$ cat config.mk
export PLATFORM = sky130hd
export DESIGN_NAME = tag_ctrl
export DESIGN_NICKNAME = d
export VERILOG_FILES = /design/src/rtl/tag_ctrl.sv
export SDC_FILE = /design/constraint.sdc
export NUM_CORES = 1
export LEC_CHECK = 0
export BUFFER_PORTS_ARGS = -buffer_cell sky130_fd_sc_hd__clkbuf_2
export CAP_MARGIN = 20
export CELL_PAD_IN_SITES_DETAIL_PLACEMENT = 0
export CELL_PAD_IN_SITES_GLOBAL_PLACEMENT = 1
export CORE_ASPECT_RATIO = 0.5
export CORE_MARGIN = 8
export CORE_UTILIZATION = 38
export CTS_CLUSTER_SIZE = 30
export DETAILED_ROUTE_END_ITERATION = 6
export PLACE_DENSITY = 0.69
export SYNTH_ARGS = -nofsm -noshare
export SYNTH_HDL_FRONTEND = slang
export SYNTH_SLANG_ARGS = --single-unit
$ cat constraint.sdc
create_clock -name clk -period 2.5 [get_ports clk]
set_clock_uncertainty 0.2 [all_clocks]
set_input_delay 0.25 -clock clk [delete_from_list [all_inputs] [get_ports clk]]
set_output_delay 0.25 -clock clk [all_outputs]
set_load 0.01 [all_outputs]
$ cat src/rtl/tag_ctrl.sv
`default_nettype none
// ============================================================================
// tag_ctrl : valid-bit store and tag-RAM sequencing for a direct-mapped cache
// Rev 1.0
// ============================================================================
module tag_ctrl #(
    parameter int TAG_WIDTH   = 20,
    parameter int INDEX_WIDTH = 8
) (
    input  logic                   clk,
    input  logic                   rst_n,
    input  logic                   lkp_valid_i,
    output logic                   lkp_ready_o,
    input  logic [INDEX_WIDTH-1:0] lkp_index_i,
    input  logic [TAG_WIDTH-1:0]   lkp_tag_i,
    output logic                   resp_valid_o,
    output logic                   resp_hit_o,
    input  logic                   rfl_valid_i,
    output logic                   rfl_ready_o,
    input  logic [INDEX_WIDTH-1:0] rfl_index_i,
    input  logic [TAG_WIDTH-1:0]   rfl_tag_i,
    input  logic                   flush_req_i,
    output logic                   flush_busy_o,
    output logic                   flush_done_o,
    output logic [INDEX_WIDTH-1:0] ram_index_o,
    output logic                   ram_wr_en_o,
    output logic [TAG_WIDTH-1:0]   ram_wr_tag_o,
    input  logic [TAG_WIDTH-1:0]   ram_rd_tag_i
);
    localparam int SETS = 2 ** INDEX_WIDTH;

    typedef enum logic [1:0] {
        IDLE   = 2'd0,
        LOOKUP = 2'd1,
        FLUSH  = 2'd2
    } state_t;

    state_t                 state, state_nxt;
    logic [SETS-1:0]        valid;
    logic [INDEX_WIDTH-1:0] cnt;
    logic [INDEX_WIDTH-1:0] cap_index;
    logic [TAG_WIDTH-1:0]   cap_tag;
    logic                   idle_live, flush_go, rfl_acc, lkp_acc, cnt_last;

    // Gating with rst_n keeps every output low while reset is held.
    assign idle_live = rst_n && (state == IDLE);
    assign flush_go  = idle_live && flush_req_i;
    assign rfl_acc   = idle_live && !flush_req_i && rfl_valid_i;
    assign lkp_acc   = idle_live && !flush_req_i && !rfl_valid_i && lkp_valid_i;
    assign cnt_last  = &cnt;

    always_comb begin
        state_nxt    = state;
        lkp_ready_o  = 1'b0;
        rfl_ready_o  = 1'b0;
        resp_valid_o = 1'b0;
        resp_hit_o   = 1'b0;
        flush_busy_o = 1'b0;
        flush_done_o = 1'b0;
        ram_index_o  = '0;
        ram_wr_en_o  = 1'b0;
        ram_wr_tag_o = '0;
        case (state)
            IDLE: begin
                lkp_ready_o = idle_live && !flush_req_i && !rfl_valid_i;
                rfl_ready_o = idle_live && !flush_req_i;
                if (flush_go) begin
                    state_nxt = FLUSH;
                end else if (rfl_acc) begin
                    ram_index_o  = rfl_index_i;
                    ram_wr_en_o  = 1'b1;
                    ram_wr_tag_o = rfl_tag_i;
                end else if (lkp_acc) begin
                    ram_index_o = lkp_index_i;
                    state_nxt   = LOOKUP;
                end
            end
            LOOKUP: begin
                resp_valid_o = 1'b1;
                resp_hit_o   = valid[cap_index] && (ram_rd_tag_i == cap_tag);
                state_nxt    = IDLE;
            end
            FLUSH: begin
                flush_busy_o = 1'b1;
                flush_done_o = cnt_last;
                ram_index_o  = cnt;
                ram_wr_en_o  = 1'b1;
                if (cnt_last) begin
                    state_nxt = IDLE;
                end
            end
            default: state_nxt = IDLE;
        endcase
    end

    always_ff @(posedge clk or negedge rst_n) begin
        if (!rst_n) begin
            state     <= IDLE;
            cnt       <= '0;
            cap_index <= '0;
            cap_tag   <= '0;
        end else begin
            state <= state_nxt;
            if (state == FLUSH) begin
                cnt <= cnt_last ? '0 : cnt + 1'b1;
            end else if (flush_go) begin
                cnt <= '0;
            end
            if (lkp_acc) begin
                cap_index <= lkp_index_i;
                cap_tag   <= lkp_tag_i;
            end
        end
    end

    always_ff @(posedge clk or negedge rst_n) begin
        if (!rst_n) begin
            valid <= '0;
        end else if (state == FLUSH) begin
            valid[cnt] <= 1'b0;
        end else if (rfl_acc) begin
            valid[rfl_index_i] <= 1'b1;
        end
    end
endmodule
`default_nettype wire

; After elaboration in Yosys (flattened, before gate mapping)
; Index checks and enable logic that the tools add are counted.
; W data, S select, Z words.
[word_totals]
mem_count = 0
rom_bits = 0
mem_bits_rw = 0
inputBits = 81
word_cells = 68
reg_bits = 294
latchBits = 0
[op_classes]
add_sub_neg = 1
shift = 0
bitwise = 3
mux = 32
div_mod_pow = 0
eq_ne = 6
n_mul = 0
n_reduce_logical = 16
n_lt_le_gt_ge = 5
[op_table]
columns = operator, n
row1 = $mux W256, 2
row2 = $and A256 B256 Y256, 1
row3 = $not A256 Y256, 1
row4 = $or A256 B256 Y256, 1
row5 = $mux W20, 3
row6 = $mux W8, 6
row7 = $lt A8 B9 Y1 const B, 3
row8 = $eq A20 B20 Y1, 1
row9 = $demux W1 S8, 2
row10 = $ge A8 B1 Y1 const B, 2
row11 = $pmux W8 S2, 1
row12 = $mux W1, 11
row13 = $logic_and A1 B1 Y1, 9
row14 = $add A8 B1 Y8 const B, 1
row15 = $bmux W1 S8, 1
row16 = $mux W2, 4
row17 = $reduce_and A8 Y1, 1
row18 = $ne A3 B3 Y1 const B, 2
row19 = $pmux W2 S2, 1
row20 = $reduce_bool A2 Y1, 2
row21 = $reduce_and A3 Y1, 1
row22 = $eq A2 B1 Y1 const B, 1
row23 = $eq A2 B2 Y1 const B, 1
row24 = $logic_not A1 Y1, 2
row25 = 3 further kinds, 3

; Depth between registers and ports, before layout
[depth]
word_depth = 9
mapped_depth = 10
ltp_nobuf = 7

; Worst setup path before layout
; OpenSTA, ideal clock, no wires.
[synth_path]
kind = register -> output
from = register cap_index[1]
to = output port resp_hit_o
n_path_buf = 3
path_slack_ns = 0.093
arrival_time_ns = 1.957
path_stages_with_launch = 9
required_ns = 2.050
cell_sequence = dfrtp_1 > buf_6 > buf_6 > buf_6 > mux4_1 > mux2_2 > o211ai_1 > o211a_1 > o32ai_1
[synth_via]
elab_chain_cells = 4
[synth_lines]
columns = element, line_no
row1 = start: declaration, 41  ; logic [INDEX_WIDTH-1:0] cap_index;
row2 = start signal: assignment, 110  ; cap_index <= lkp_index_i;
row3 = $bmux W1 S8, 80  ; resp_hit_o = valid[cap_index] && (ram_rd_tag_i == cap_tag);
row4 = $mux W1 (implied by the code), 80
row5 = $logic_and A1 B1 Y1, 80
row6 = $mux W1, 63  ; case (state)
row7 = end: declaration, 17  ; output logic resp_hit_o,
; No other way between the ends. The select of a mux whose other input is x is not followed.

; Final worst setup path
; Ends and elaborated chain as after synthesis.

==> flow_summary.ini <==
[synth]
seq_area_frac_synth_pct = 51.9
yosysUniqueCellTypes = 59
synth-main-ff-cell = dfrtp_1
ys_warn_count = 0
synth-seq-cells = 294
netlist_area_sq_mm = 0.0142
synth_nets = 1482
syn_avg_cell_area_sq_um = 10.2
syn_inst = 1397
ys_async_sr_fraction_pct = 100
synth-edff-count = 0

[critical_path]
cp.arrival_ns = 3.04
critPathTopFamily = compound AO/OA/AOI/OAI gates
worstPathMaxFanout = 8
cp_num_buf_inv = 3
critical_path_required_ns = 2.05
path_class = flop to output pin
cp-start-kind = flop
regToRegSetupSlack_ns = 0.04
crit_path_max_incr_delay_ns = 0.54
worst_setup_path_end_kind = output pin
cpMaxStageDelayCell = mux4_2
path_cells = buf_12 > buf_4 > mux4_2 > a22oi_1 > a21o_1 > a21oi_2 > nor4_2 > o32ai_2 > clkbuf_2

[cts]
path_clk_slew_ns = 0.07
cts_tree = done
h-tree-depth = 1
cts_buffer_depth = 3
cts_buffers = 29
clock_latency_ns = 0.58
clock-sinks = 294
cts_root_buffer = clkbuf_16

[finish]
final_nets = 1725
final_core_util_pct = 49.8
area_delta_synth_final_pct = 30.4
finalNonFillerCells = 2156
post_route_cells_drive_above_1_share_pct = 28.4
final_area_sq_mm = 0.0185
antenna_cells = 0

[detailed_routing]
vias_per_cell = 6.00
num_vias = 12900
wirelength_microns = 54200
drt_iter0_drc = 1400
postRouteAntennaNets = 0
routedWlPerCell_microns = 25.1
drt_pass1_iterations = 5
post-route-drc-count = 0

[global_routing]
antenna_found_initial = 0
grt.total_usage_pct = 23.5
overflow = 0
grt_pass1_wl_microns = 79900
grt_max_degree = 184
grt_pass1_vias = 12900

[place]
place.gp.congestion = 0.883
place_inst = 2029
port_buffers = 115
dp_hpwl_microns = 35500
dpl-instance-area_sq_mm = 0.0160

[sta]
tightest_slew_ns = 1.11
setup_tns_ns = -5.72
fin_crit_ns = 3.49
setup_slack_ns = -0.990
setup_viol_count_final = 30
final-hold-violation-count = 0
fmax_mhz = 287
slew_viol_final = 0
hold_slack_ns = 0.0243
fin_crit_sh_pct = 140
relSlewSlack_pct = 25.7
rsz0062_at_grt = true

[pwr]
power.internal_w = 0.0105
p_leak_nw = 6.84
p_sw_w = 0.00576
power_frac_seq_pct = 35.5
p_per_area_mw_per_mm2 = 881
p_clk_share_pct = 29.1
ir_drop_v = 0.000629
pwr-share-comb_pct = 35.3
switching_share_pct = 35.3

[floorplan]
start_util_pct = 38.2
rows = 50
core_area_sq_mm = 0.0371
die_w_microns = 289
dieHeight_microns = 153
dieArea_sq_mm = 0.0441
ios = 116

[job]
drv_cap = 0

[worst_hold_path]
hp-class = input port to flop

[run_status]
outcome = finished, violations left
violations = setup timing
[Yosys cell counts, types with 10 or more instances]
| master | n | area share (%) |
|---|---|---|
| clkbuf_1 | 77 | 2.0 |
| o21ai_1 | 14 | 0.49 |
| mux4_1 | 12 | 2.2 |
| mux4_2 | 43 | 6.8 |
| xor2_1 | 15 | 0.93 |
| o21ai_0 | 492 | 17 |
| and3_1 | 21 | 0.93 |
| o221ai_1 | 10 | 0.62 |
| buf_2 | 13 | 0.46 |
| nand2_1 | 182 | 4.8 |
| nor2_1 | 19 | 0.50 |
| nor2b_1 | 14 | 0.62 |
| nand3_1 | 23 | 0.81 |
| mux2i_1 | 23 | 1.6 |
| dfrtp_1 | 294 | 52 |
| a22oi_1 | 14 | 0.74 |
[power by group through the flow]
stage / Combinational (W) / Clock [W] / Sequential, W
floorplan: 0.00285 / 0 / 0.00557
global placement: 0.00490 / 0 / 0.00582
detailed placement: 0.00496 / 0 / 0.00583
CTS: 0.00540 / 0.00478 / 0.00576
global route: 0.00609 / 0.00499 / 0.00584
finish: 0.00576 / 0.00475 / 0.00579
[per-stage QoR]
stage	power [W]	setup WS, ns
floorplan	0.00843	0.0933
global placement	0.0107	-0.462
detailed placement	0.0108	-0.470
CTS	0.0159	-0.922
global route	0.0169	-1.03
finish	0.0163	-0.990
[state kept, by name, summed over array words and instances, names as in the netlist]
register   count
valid        256
cap_tag       20
cap_index      8
cnt            8
state          2
[what timing repair did]
action	CTS	global route
buffers inserted	25	15
pin swaps	21	32
hold buffers	31	0
gates resized for setup	67	179
cloned	3	4
endpoints found under the setup margin	39	182
hold endpoints to repair	51	0
[cells in the final DEF (no fill, tap or decap), types with 7 or more instances in the layout]
cell,instances
a21oi_1,8
a22oi_1,11
and3_4,20
buf_12,19
buf_4,136
buf_6,40
clkbuf_16,33
clkbuf_2,83
clkbuf_8,10
dfrtp_1,291
dlygate4sd3_1,31
mux2i_1,23
mux4_1,9
mux4_2,46
nand2_1,164
nand2_2,7
nand2_4,8
nand3_1,22
nand4_1,8
nor2_1,17
nor2b_1,13
o21ai_0,432
o21ai_1,69
o221ai_1,10
o2bb2ai_1,7
xor2_1,15
[cells by family (layout without fill, tap and decap cells)]
| kind of cell | count (synthesis) | in the layout | share of synthesized area (%) |
|---|---|---|---|
| compound gates | 573 | 573 | 21.5 |
| fa+ha+maj | 4 | 4 | 0.353 |
| buf+inv | 121 | 386 | 3.89 |
| xor+xnor | 20 | 20 | 1.24 |
| flops | 294 | 294 | 51.9 |
| mux | 83 | 83 | 11.1 |
| simple gates | 302 | 302 | 10.1 |
[worst reg2reg max path, stage by stage (launching register included)]
cell and delay [ns]:
dfrtp_1 0.39, buf_6 0.13, nor4b_4 0.39, and2_4 0.23, buf_6 0.10, nor2_4 0.06
nor3b_4 0.21, buf_6 0.17, nand2_8 0.09, clkbuf_16 0.23, o21ai_0 0.19
[worst paths after layout]
check                          startpoint           end  cells after the start
min                        rfl_index_i[0]    valid[237]                      3
min in group asynchronous           rst_n    valid[105]                      3
max reg2reg                      state[0]      valid[1]                     10
max                          cap_index[1]    resp_hit_o                      9
min reg2reg                    valid[220]    valid[220]                      2
max in group asynchronous           rst_n  cap_index[0]                      4
[final cells by class]
cell class / count / area, sq um
fill: 3303 / 18600
timing repair buffer: 324 / 2840
tap: 494 / 618
multi-input combinational: 982 / 6600
inverter: 9 / 40.0
clock buffer: 40 / 857
sequential: 294 / 7370
clock inverter: 13 / 168
[layer usage]
layer / track usage [%] / vias to the layer above / wire length (microns)
li1: - / 5586 / -
met1: 31.8 / 6508 / 22800
met2: 35.6 / 734 / 23700
met3: 8.14 / 104 / 6240
met4: 6.08 / 0 / 1530
met5: 0 / - / 0
(Power assumes the default switching activity.)
